`config.mk`:
```
export PLATFORM = sky130hd
export DESIGN_NAME = priv_1_12_perf_counters_flat
export DESIGN_NICKNAME = d
export VERILOG_FILES = /design/src/rtl/priv_1_12_perf_counters_pkg.sv /design/src/rtl/priv_1_12_perf_counters_if.sv /design/src/rtl/priv_1_12_hpm_counter.sv /design/src/rtl/priv_1_12_perf_counters.sv /design/src/flat_wrapper.sv
export SDC_FILE = /design/constraint.sdc
export NUM_CORES = 2
export LEC_CHECK = 0
export CAP_MARGIN = 40
export CELL_PAD_IN_SITES_DETAIL_PLACEMENT = 1
export CELL_PAD_IN_SITES_GLOBAL_PLACEMENT = 2
export CORE_MARGIN = 2
export CORE_UTILIZATION = 38
export CTS_CLUSTER_DIAMETER = 50
export DETAILED_ROUTE_END_ITERATION = 10
export HOLD_SLACK_MARGIN = 0.12
export PLACE_DENSITY_LB_ADDON = 0.1
export SYNTH_ARGS = -nofsm -noshare
export SYNTH_HDL_FRONTEND = slang
export SYNTH_HIERARCHICAL = 1
export SYNTH_SLANG_ARGS = --single-unit
```
`constraint.sdc`:
```
create_clock -name CLK -period 2.95 [get_ports CLK]
set_input_delay 0.4425 -clock CLK [delete_from_list [all_inputs] [get_ports CLK]]
set_output_delay 0.4425 -clock CLK [all_outputs]
set_load 0.03 [all_outputs]
```
`src/rtl/priv_1_12_perf_counters_pkg.sv`:
```
// Shared types, CSR addresses and counter-slot helpers for the Zicntr/Zihpm counter unit.
package priv_1_12_perf_counters_pkg;

  typedef enum logic [1:0] {
    U_MODE    = 2'b00,
    S_MODE    = 2'b01,
    RSVD_MODE = 2'b10,
    M_MODE    = 2'b11
  } priv_level_t;

  localparam logic [11:0] MCYCLE        = 12'hB00;
  localparam logic [11:0] MCYCLEH       = 12'hB80;
  localparam logic [11:0] MINSTRET      = 12'hB02;
  localparam logic [11:0] MINSTRETH     = 12'hB82;
  localparam logic [11:0] MHPMCOUNTER3  = 12'hB03;
  localparam logic [11:0] MHPMCOUNTER3H = 12'hB83;
  localparam logic [11:0] MHPMEVENT3    = 12'h323;
  localparam logic [11:0] MCOUNTINHIBIT = 12'h320;
  localparam logic [11:0] MCOUNTEREN    = 12'h306;
  localparam logic [11:0] CYCLE         = 12'hC00;
  localparam logic [11:0] CYCLEH        = 12'hC80;

  // Raw mhpmevent code as seen on the CSR bus before WARL legalisation.
  typedef logic [4:0] hpm_event_t;

  // Counter indices that physically exist: cycle (0), instret (2), hpm3..3+num_hpm-1.
  function automatic logic [31:0] impl_mask(int num_hpm);
    logic [31:0] m;
    m = 32'h0000_0005;
    for (int i = 0; i < 29; i++) begin
      if (i < num_hpm) m[3+i] = 1'b1;
    end
    return m;
  endfunction

  // Counter slot s -> CSR index: slot 0 is mcycle, slot 1 is minstret, slot 2.. are hpm3..
  function automatic logic [4:0] slot_idx(int s);
    return (s == 0) ? 5'd0 : 5'(s + 1);
  endfunction

endpackage

```
`src/rtl/priv_1_12_perf_counters_if.sv`:
```
// CSR access bus between the CSR file (master) and the counter unit (slave).
interface priv_1_12_perf_counters_if;
  import priv_1_12_perf_counters_pkg::*;

  priv_level_t curr_priv;
  logic [11:0] csr_addr;
  logic        csr_wen;
  logic [31:0] csr_wdata;
  logic [31:0] csr_rdata;
  logic        csr_hit;
  logic        csr_illegal;

  modport master (
    output curr_priv, csr_addr, csr_wen, csr_wdata,
    input  csr_rdata, csr_hit, csr_illegal
  );

  modport slave (
    input  curr_priv, csr_addr, csr_wen, csr_wdata,
    output csr_rdata, csr_hit, csr_illegal
  );

endinterface

```
`src/rtl/priv_1_12_hpm_counter.sv`:
```
// One performance counter: event select, inhibit, per-half write and sticky wrap flag.
module priv_1_12_hpm_counter #(
  parameter int  COUNTER_WIDTH = 64,
  parameter int  NUM_EVENTS    = 8,
  localparam int EW            = $clog2(NUM_EVENTS + 1)
) (
  input  logic                     CLK,
  input  logic                     nRST,
  input  logic [EW-1:0]            event_i,
  input  logic [NUM_EVENTS-1:0]    event_vec_i,
  input  logic                     inhibit_i,
  input  logic                     wr_lo_i,
  input  logic                     wr_hi_i,
  input  logic [31:0]              wdata_i,
  output logic [COUNTER_WIDTH-1:0] count_o,
  output logic                     ovf_o
);

  logic [COUNTER_WIDTH-1:0] count_q, count_d;
  logic                     ovf_q, ovf_d;
  logic                     fire, inc;

  always_comb begin
    fire = 1'b0;
    for (int e = 0; e < NUM_EVENTS; e++) begin
      if (event_i == EW'(e + 1) && event_vec_i[e]) fire = 1'b1;
    end
  end

  assign inc = fire & ~inhibit_i & ~wr_lo_i & ~wr_hi_i;

  // A CSR write always wins over the count and clears the wrap flag.
  always_comb begin
    count_d = count_q;
    ovf_d   = ovf_q;
    if (wr_lo_i || wr_hi_i) begin
      if (wr_lo_i) count_d[31:0] = wdata_i;
      if (wr_hi_i) count_d[COUNTER_WIDTH-1:32] = wdata_i[COUNTER_WIDTH-33:0];
      ovf_d = 1'b0;
    end else if (inc) begin
      count_d = count_q + COUNTER_WIDTH'(1);
      if (&count_q) ovf_d = 1'b1;
    end
  end

  always_ff @(posedge CLK or negedge nRST) begin
    if (!nRST) begin
      count_q <= '0;
      ovf_q   <= 1'b0;
    end else begin
      count_q <= count_d;
      ovf_q   <= ovf_d;
    end
  end

  assign count_o = count_q;
  assign ovf_o   = ovf_q;

endmodule

```
`src/rtl/priv_1_12_perf_counters.sv`:
```
// RV32 Zicntr/Zihpm counter unit: CSR decode, access checks, control registers and read mux.
module priv_1_12_perf_counters
  import priv_1_12_perf_counters_pkg::*;
#(
  parameter int NUM_HPM       = 4,
  parameter int COUNTER_WIDTH = 64,
  parameter int NUM_EVENTS    = 8
) (
  input  logic                          CLK,
  input  logic                          nRST,
  priv_1_12_perf_counters_if.slave      csr,
  input  logic                          inst_ret,
  input  logic [NUM_EVENTS-1:0]         event_vec,
  output logic [NUM_HPM-1:0]            hpm_ovf
);

  localparam int          EW    = $clog2(NUM_EVENTS + 1);
  localparam int          NSLOT = NUM_HPM + 2;
  localparam logic [31:0] IMPL  = impl_mask(NUM_HPM);

  logic [31:0]              mcounteren_q, mcounteren_d;
  logic [31:0]              mcountinhibit_q, mcountinhibit_d;
  logic [EW-1:0]            event_q [NUM_HPM];
  logic [EW-1:0]            event_d [NUM_HPM];
  logic [COUNTER_WIDTH-1:0] cnt_w [NSLOT];
  logic                     ovf_w [NSLOT];
  logic [NSLOT-1:0]         wr_lo, wr_hi;

  logic [4:0]  idx;
  logic        hi_half, ctr_m, ctr_u, is_evt, is_inh, is_en, hit, illegal, wr_ok;
  logic [63:0] ctr_val;
  logic [31:0] evt_val, rdata;

  always_comb begin
    idx     = csr.csr_addr[4:0];
    hi_half = csr.csr_addr[7];
    ctr_m   = (csr.csr_addr[11:5] == MCYCLE[11:5]) || (csr.csr_addr[11:5] == MCYCLEH[11:5]);
    ctr_u   = (csr.csr_addr[11:5] == CYCLE[11:5])  || (csr.csr_addr[11:5] == CYCLEH[11:5]);
    is_evt  = (csr.csr_addr[11:5] == MCOUNTINHIBIT[11:5]) && (idx >= 5'd3);
    is_inh  = (csr.csr_addr == MCOUNTINHIBIT);
    is_en   = (csr.csr_addr == MCOUNTEREN);
    hit     = ((ctr_m || ctr_u || is_evt) && IMPL[idx]) || is_inh || is_en;

    ctr_val = '0;
    for (int s = 0; s < NSLOT; s++) begin
      if (idx == slot_idx(s)) ctr_val = 64'(cnt_w[s]);
    end
    evt_val = '0;
    for (int h = 0; h < NUM_HPM; h++) begin
      if (idx == slot_idx(h + 2)) evt_val = 32'(event_q[h]);
    end

    // User aliases are read-only and gated by mcounteren below M-mode.
    illegal = 1'b0;
    if (hit) begin
      if (ctr_u) illegal = csr.csr_wen || (csr.curr_priv != M_MODE && !mcounteren_q[idx]);
      else       illegal = (csr.curr_priv != M_MODE);
    end

    rdata = '0;
    if (hit && !illegal) begin
      if (ctr_m || ctr_u) rdata = hi_half ? ctr_val[63:32] : ctr_val[31:0];
      else if (is_evt)    rdata = evt_val;
      else if (is_inh)    rdata = mcountinhibit_q;
      else                rdata = mcounteren_q;
    end

    wr_ok = csr.csr_wen && hit && !illegal;
  end

  assign csr.csr_rdata   = rdata;
  assign csr.csr_hit     = hit;
  assign csr.csr_illegal = illegal;

  always_comb begin
    mcounteren_d    = mcounteren_q;
    mcountinhibit_d = mcountinhibit_q;
    event_d         = event_q;
    wr_lo           = '0;
    wr_hi           = '0;
    if (wr_ok) begin
      if (is_en)  mcounteren_d    = csr.csr_wdata & IMPL;
      if (is_inh) mcountinhibit_d = csr.csr_wdata & IMPL;
      for (int h = 0; h < NUM_HPM; h++) begin
        if (is_evt && idx == slot_idx(h + 2))
          event_d[h] = (csr.csr_wdata <= 32'(NUM_EVENTS)) ? csr.csr_wdata[EW-1:0] : '0;
      end
      for (int s = 0; s < NSLOT; s++) begin
        if (ctr_m && idx == slot_idx(s)) begin
          wr_lo[s] = !hi_half;
          wr_hi[s] = hi_half;
        end
      end
    end
  end

  always_ff @(posedge CLK or negedge nRST) begin
    if (!nRST) begin
      mcounteren_q    <= '0;
      mcountinhibit_q <= '0;
      for (int h = 0; h < NUM_HPM; h++) event_q[h] <= '0;
    end else begin
      mcounteren_q    <= mcounteren_d;
      mcountinhibit_q <= mcountinhibit_d;
      event_q         <= event_d;
    end
  end

  // mcycle and minstret reuse the generic counter with a permanently selected event 1.
  for (genvar s = 0; s < NSLOT; s++) begin : g_ctr
    logic [EW-1:0]         code;
    logic [NUM_EVENTS-1:0] vec;
    if (s == 0) begin : g_cycle
      assign code = EW'(1);
      assign vec  = '1;
    end else if (s == 1) begin : g_instret
      assign code = EW'(1);
      assign vec  = {NUM_EVENTS{inst_ret}};
    end else begin : g_hpm
      assign code = event_q[s-2];
      assign vec  = event_vec;
    end

    priv_1_12_hpm_counter #(
      .COUNTER_WIDTH (COUNTER_WIDTH),
      .NUM_EVENTS    (NUM_EVENTS)
    ) u_ctr (
      .CLK         (CLK),
      .nRST        (nRST),
      .event_i     (code),
      .event_vec_i (vec),
      .inhibit_i   (mcountinhibit_q[slot_idx(s)]),
      .wr_lo_i     (wr_lo[s]),
      .wr_hi_i     (wr_hi[s]),
      .wdata_i     (csr.csr_wdata),
      .count_o     (cnt_w[s]),
      .ovf_o       (ovf_w[s])
    );
  end

  for (genvar h = 0; h < NUM_HPM; h++) begin : g_ovf
    assign hpm_ovf[h] = ovf_w[h+2];
  end

endmodule

```
`src/flat_wrapper.sv`:
```
// flat-port wrapper written by rule: the top's interface ports become plain ports
module priv_1_12_perf_counters_flat import priv_1_12_perf_counters_pkg::*;
#(
  parameter int NUM_HPM       = 4,
  parameter int COUNTER_WIDTH = 64,
  parameter int NUM_EVENTS    = 8
)
  (CLK, nRST, inst_ret, event_vec, hpm_ovf, csr_curr_priv, csr_csr_addr, csr_csr_wen, csr_csr_wdata, csr_csr_rdata, csr_csr_hit, csr_csr_illegal);
  priv_1_12_perf_counters_if csr_i ();
  input  logic CLK;
  input  logic nRST;
  input  logic inst_ret;
  input  logic [NUM_EVENTS-1:0] event_vec;
  output logic [NUM_HPM-1:0] hpm_ovf;
  input wire logic [$bits(csr_i.curr_priv)-1:0] csr_curr_priv;
  input wire logic [$bits(csr_i.csr_addr)-1:0] csr_csr_addr;
  input wire logic [$bits(csr_i.csr_wen)-1:0] csr_csr_wen;
  input wire logic [$bits(csr_i.csr_wdata)-1:0] csr_csr_wdata;
  output wire logic [$bits(csr_i.csr_rdata)-1:0] csr_csr_rdata;
  output wire logic [$bits(csr_i.csr_hit)-1:0] csr_csr_hit;
  output wire logic [$bits(csr_i.csr_illegal)-1:0] csr_csr_illegal;
  assign csr_i.curr_priv = csr_curr_priv;
  assign csr_i.csr_addr = csr_csr_addr;
  assign csr_i.csr_wen = csr_csr_wen;
  assign csr_i.csr_wdata = csr_csr_wdata;
  assign csr_csr_rdata = csr_i.csr_rdata;
  assign csr_csr_hit = csr_i.csr_hit;
  assign csr_csr_illegal = csr_i.csr_illegal;
  priv_1_12_perf_counters #(.NUM_HPM(NUM_HPM), .COUNTER_WIDTH(COUNTER_WIDTH), .NUM_EVENTS(NUM_EVENTS)) u_core (.CLK(CLK), .nRST(nRST), .csr(csr_i), .inst_ret(inst_ret), .event_vec(event_vec), .hpm_ovf(hpm_ovf));
endmodule
```
==> Word level (Yosys, flattened, before mapping) <==
Memory sizes are Yosys's and may differ from the RTL's.
Index checks and enable logic that the tools add are counted.
{ "word_totals": {"romBits": 32, "out_inout_bits": 38, "input_bits": 58, "n_memories": 1, "regBits": 416} }
{ "classes": {"add_sub_neg": 6, "muxes": 104, "bitwise_logic": 35, "eq_ne": 57, "reduce_logical": 101, "magnitude_cmp": 3} }
{ "mem_list": {"columns": ["name", "depth", "word_bits", "read_ports", "rd_ports_with_merged_regs", "write_ports", "line", "source"], "rows": [
  ["(name not given)", 32, 1, 1, 0, 0, "priv_1_12_perf_counters.sv:42", "hit = ((ctr_m || ctr_u || is_evt) && IMPL[idx]) || is_inh || is_en;"]
]} }
{ "op_table": {"columns": ["operator", "count"], "rows": [
  ["64-bit 2-to-1 mux", 18],
  ["32-bit 2-to-1 mux", 16],
  ["64-bit by 1-bit adder with 64-bit output (second input constant)", 6],
  ["64-bit AND reduction", 4],
  ["4-bit by 3-bit == test with 1-bit output (second input constant)", 16],
  ["1-bit 2-to-1 mux", 61],
  ["1-bit logical AND", 48],
  ["2-bit AND reduction", 22],
  ["4-bit by 2-bit == test with 1-bit output (second input constant)", 8],
  ["32-bit by 4-bit less-or-equal comparator with 1-bit output (second input constant)", 1],
  ["7-bit == test (second input constant)", 4],
  ["12-bit by 10-bit == test with 1-bit output (second input constant)", 2],
  ["2-bit by 1-bit inequality test with 1-bit output (second input constant)", 12],
  ["4-bit 2-to-1 mux", 5],
  ["2-bit nonzero test", 10],
  ["1-bit inverter", 18],
  ["1-bit AND", 17],
  ["4-bit by 1-bit == test with 1-bit output (second input constant)", 4],
  ["4-bit == test (second input constant)", 4],
  ["5-bit by 3-bit == test with 1-bit output (second input constant)", 3],
  ["1-bit logical OR", 13],
  ["6-bit 2-to-1 mux", 2],
  ["5-bit by 2-bit == test with 1-bit output (second input constant)", 2],
  ["7-bit by 5-bit == test with 1-bit output (second input constant)", 1],
  ["7 further kinds", 9]
]} }

==> Longest topological paths before layout <==
{ "depth": {"word_depth": 16, "mapped_depth": 15, "depth_no_buf": 12} }

==> Hierarchy <==
The synthesis kept the hierarchy.
{ "by_module_without_submodules": {"columns": ["mod", "cells_each", "n_inst", "area_each_um2", "seq_area_each_um2"], "rows": [
  ["priv_1_12_hpm_counter", 551, 6, 4411.7, 1626.6],
  ["priv_1_12_perf_counters", 674, 1, 5108.6, 700.7]
]} }

==> Worst setup path before layout <==
OpenSTA, ideal clock, no wires.
{ "synth_timing": {"path_kind": "in2out", "from": "input port csr_csr_addr[1]", "to": "output port csr_csr_rdata[3]", "path_slack_ns": -1.079, "arrival_time_ns": 3.587, "path_buffers": 2, "cell_stages": 6, "cell_sequence": "buf_2 buf_2 mux2_2 o31ai_2 nand2_1 a2111oi_0"} }
{ "synth_via": {"elab_chain_len": 10, "word_cells_on_any_way": 40, "cone_classes": "order compare (1); eq/ne (7); mux (20); reduce/logical (11); memory (1)"} }
{ "synth_rtl": {"columns": ["element", "line", "source"], "rows": [
  ["start, declared", "flat_wrapper.sv:16", "input wire logic [$bits(csr_i.csr_addr)-1:0] csr_csr_addr;"],
  ["branches (longest 5 deep; another with memory 32 x 1 bit)", null, null],
  ["1-bit logical OR *", "priv_1_12_perf_counters.sv:42", null],
  ["net csr_csr_hit", "flat_wrapper.sv:20", "output wire logic [$bits(csr_i.csr_hit)-1:0] csr_csr_hit;"],
  ["1-bit 2-to-1 mux", "priv_1_12_perf_counters.sv:55", "if (hit) begin"],
  ["1-bit zero test", "priv_1_12_perf_counters.sv:61", "if (hit && !illegal) begin"],
  ["1-bit logical AND *", "priv_1_12_perf_counters.sv:61", null],
  ["32-bit 2-to-1 mux *", "priv_1_12_perf_counters.sv:61", null],
  ["end, declared", "flat_wrapper.sv:19", "output wire logic [$bits(csr_i.csr_rdata)-1:0] csr_csr_rdata;"]
]} }
Mark *: on every way through the listed nets, which the timed path passes. The select of a mux whose other input is x is not followed.

==> Worst setup path in the final report <==
{ "layout_timing": {"from": "input port csr_csr_addr[7]", "to": "output port csr_csr_rdata[4]"} }
{ "layout_via": {"elab_chain_len": 11, "word_cells_on_any_way": 24, "cone_classes": "eq/ne (7); mux (7); reduce/logical (10)"} }
{ "layout_rtl": {"columns": ["element", "line"], "rows": [
  ["7-bit == test, on equally long branches", "priv_1_12_perf_counters.sv:37, priv_1_12_perf_counters.sv:38"],
  ["1-bit logical OR, on equally long branches", "priv_1_12_perf_counters.sv:37, priv_1_12_perf_counters.sv:38"],
  ["1-bit logical OR", "priv_1_12_perf_counters.sv:42, priv_1_12_perf_counters.sv:62"],
  ["1-bit logical OR", "priv_1_12_perf_counters.sv:42"],
  ["1-bit logical AND", "priv_1_12_perf_counters.sv:42"],
  ["1-bit logical OR (2 in a row)", "priv_1_12_perf_counters.sv:42"],
  ["1-bit 2-to-1 mux", "priv_1_12_perf_counters.sv:55"],
  ["1-bit zero test", "priv_1_12_perf_counters.sv:61"],
  ["1-bit logical AND", "priv_1_12_perf_counters.sv:61"],
  ["32-bit 2-to-1 mux *", "priv_1_12_perf_counters.sv:61"]
]} }
Every way passes the cells marked *; elsewhere a longest branch is shown, timed or not.

==> reports/results.env <==
CTS_SINKS=416
FINAL_MAX_SLEW_VIOLS=0
VIOLATIONS='negative setup slack'
GLOBALROUTEOVERFLOWTOTAL=0
FIN_TNS_SETUP_NS=-28.33
FINCLKSKEW_NS=0.0406
DIE_AREA_UM2=85200
WORST_SLEW_MARGIN_REL_PCT=33.1
ROUTE.FINAL.WIRE_LENGTH_UM=206000
FIN_NETS=4711
SYNTH_AREA_PER_CELL_UM2=7.93
CP_NUM_BUF_INV=6
TIMING.SETUP.CRITICAL_PATH_CLASS='in -> out'
GP_WEIGHTED_CONGESTION=1.14
HTREEDEPTH=3
DRT_FIRST_PASS_ITERS=5
CLK_PIN_SLEW_WORST_PATHS_NS=0.06
CP.ARRIVAL_NS=2.99
VIAS=40200
ANTENNA_FOUND_INITIAL=17
MAX_CAP_VIOLATIONS=0
INITIAL_UTILIZATION_PCT=38.4
SETUP_VIOLATIONS=286
PLACEMENT_ROWS=105
DRCVIOLATIONCOUNT=0
TIMING.CRITICAL_PATH.TO_TYPE='output port'
FINAL.FILL_COUNT=9452
WIRE_LENGTH_OF_THE_FIRST_GLOBAL_ROUTING_PASS_UM=280000
FIN_CRIT_SH_PCT=116
GRT_UTIL_ALL_LAYERS_PCT=45.4
SLEW_WORST_PIN_NS=1.00
SYNTH_AREA_UM2=31500
PORTBUFFERS=95
IR_DROP_mV=0.451
DRT-VIAS-PER-INSTANCE=6.94
AREA_GROWTH_SYN_TO_LAYOUT_PCT=44.5
WORST_PATH_MOST_REPEATED_CELL='buf_4'
TIMING.FINAL.WS_SETUP_NS=-0.482
CLOCK_BUFFER_COUNT_FROM_CTS=85
POWER.LEAKAGE_nW=17.8
CP_SLOWEST_CELL='buf_6'
FINALHOLDVIOLCOUNT=0
DESIGN_POWER_TOTAL_mW=19.7
DRIVE_ABOVE_1_SHARE_PCT=33.1
CRITPATHREQUIREDTIME_NS=2.51
DPL_WORST_SLACK_NS=-1.08
SETUP_REPAIR_AFTER_GLOBAL_ROUTING_MISSED_ITS_MARGIN='true'
CLOCKROOTBUFFER='clkbuf_16'
DIE_W_UM=292
LAYOUT_MIN_CYCLE_TIME_NS=3.43
OUTCOME='finished, violations left'
DIE-HEIGHT_UM=292
CRITICAL_PATH.STARTPOINT_TYPE='input pin'
SYNTH.YOSYS.WARNINGS=6
CTS_MAX_PATH_BUFFERS=3
CRITICAL_PATH.TOP_DELAY_FAMILY='buffers and inverters'
DRT.ANTENNA.VIOLATING_NETS=0
ACHIEVABLE-FREQUENCY_GHz=0.291
PWR_DENSITY_CELL_nW_PER_UM2=434
DR.FIRST_ITER.DRC_COUNT=4797
HPWLAFTERDP_UM=145000
IOS=96
NUMBER_OF_GLOBAL_ROUTE_VIAS_BEFORE_REPAIR=38100
LAYOUT.CORE_UTILIZATION_PCT=55.4
WORST-PATH-MAX-FANOUT=45
GRT_MAX_DEGREE=62
CLOCK_LATENCY_NS=0.66
ROUTE.DETAILED.WL_PER_INST_UM=35.5
CTS_TREE='done'
POSTSYNTHCELLCOUNT=3972
TIMING.CRITICAL_PATH.CELLS='buf_4, buf_4, buf_4, buf_6, nand2_1, nor2_1, o32ai_4, buf_6, buf_12'
WORST_HOLD_PATH_TYPE='in -> async'
MAX_STAGE_DELAY_NS=0.61
PLACEABLECOREAREA_UM2=82100
report_power, final:
part	internal (mW)	switching, mW
Sequential	5.98	0.545
Clock	6.67	3.87
Combinational	0.972	1.70
metrics by stage:
| step | std cells | instance area [um^2] | hold slack, ns |
|---|---|---|---|
| floorplan | 4004 | 31900 | 0.147 |
| global placement | 5508 | 38500 | 0.473 |
| detailed placement | 5512 | 38500 | 0.483 |
| CTS | 5688 | 42600 | 0.374 |
| global route | 5789 | 45500 | 0.389 |
| finish | 5802 | 45500 | 0.357 |
worst paths after layout:
kind / from / end / slack, ns / cells after the start
setup / recovery: csr_csr_addr[7] / csr_csr_rdata[4] / -0.48 / 9
hold / removal: nRST / u_core/g_ctr[5].u_ctr/count_o[9] / 0.36 / 2
setup reg to reg: u_core/g_ctr[5].u_ctr/count_o[7] / u_core/g_ctr[5].u_ctr/count_o[57] / -0.09 / 8
hold reg to reg: u_core/mcounteren_q[3] / u_core/mcounteren_q[3] / 0.55 / 1
max in group asynchronous: nRST / u_core/g_ctr[0].u_ctr/count_o[37] / 1.66 / 3
min in group CLK: csr_csr_addr[5] / u_core/mcounteren_q[6] / 0.48 / 5
area by class of cell:
| type | instances | area [um^2] | share of cell area [%] |
|---|---|---|---|
| flip-flops and latches | 416 | 10400 | 22.9 |
| repair buffers | 819 | 8410 | 18.5 |
| inverters | 57 | 214 | 0.470 |
| multi-input cells | 3268 | 22100 | 48.5 |
| diodes | 17 | 42.5 | 0.0935 |
| clock inverters | 48 | 662 | 1.45 |
| well taps | 1070 | 1340 | 2.94 |
| clock buffers | 107 | 2350 | 5.16 |
what timing repair did:
action	CTS	global route
hold endpoints to repair	49	0
gates cloned	2	20
buffers inserted	22	84
pin swaps	44	129
resized for setup	245	433
hold buffers	1	0
setup endpoints to repair	423	348
flip-flops by register name, indices dropped and copies added (netlist names):
signal	cells
u_core/g_ctr.u_ctr/count_o	384
u_core/g_ctr.code	16
u_core/mcounteren_q	6
u_core/mcountinhibit_q	6
u_core/g_ctr.u_ctr/ovf_o	4
placed cells by master, fill, tap and decap left out, types with 79 or more instances in the layout:
cell	n
nand4_1	157
o21ai_0	275
nor2_1	283
clkbuf_16	103
buf_4	534
buf_6	86
a21oi_1	394
mux2_2	79
o22ai_1	129
a31oi_1	96
nand2_1	368
nor3_1	96
nand3_1	146
buf_12	111
dfrtp_1	401
metal layers:
metal	global-route usage, %	vias to the layer above	wire, um
li1	-	16700	-
met1	56.3	20100	75500
met2	65.2	2606	85400
met3	11.1	839	22600
met4	40.5	11	22700
met5	0	-	80
Power figures use the tool's default switching activity.
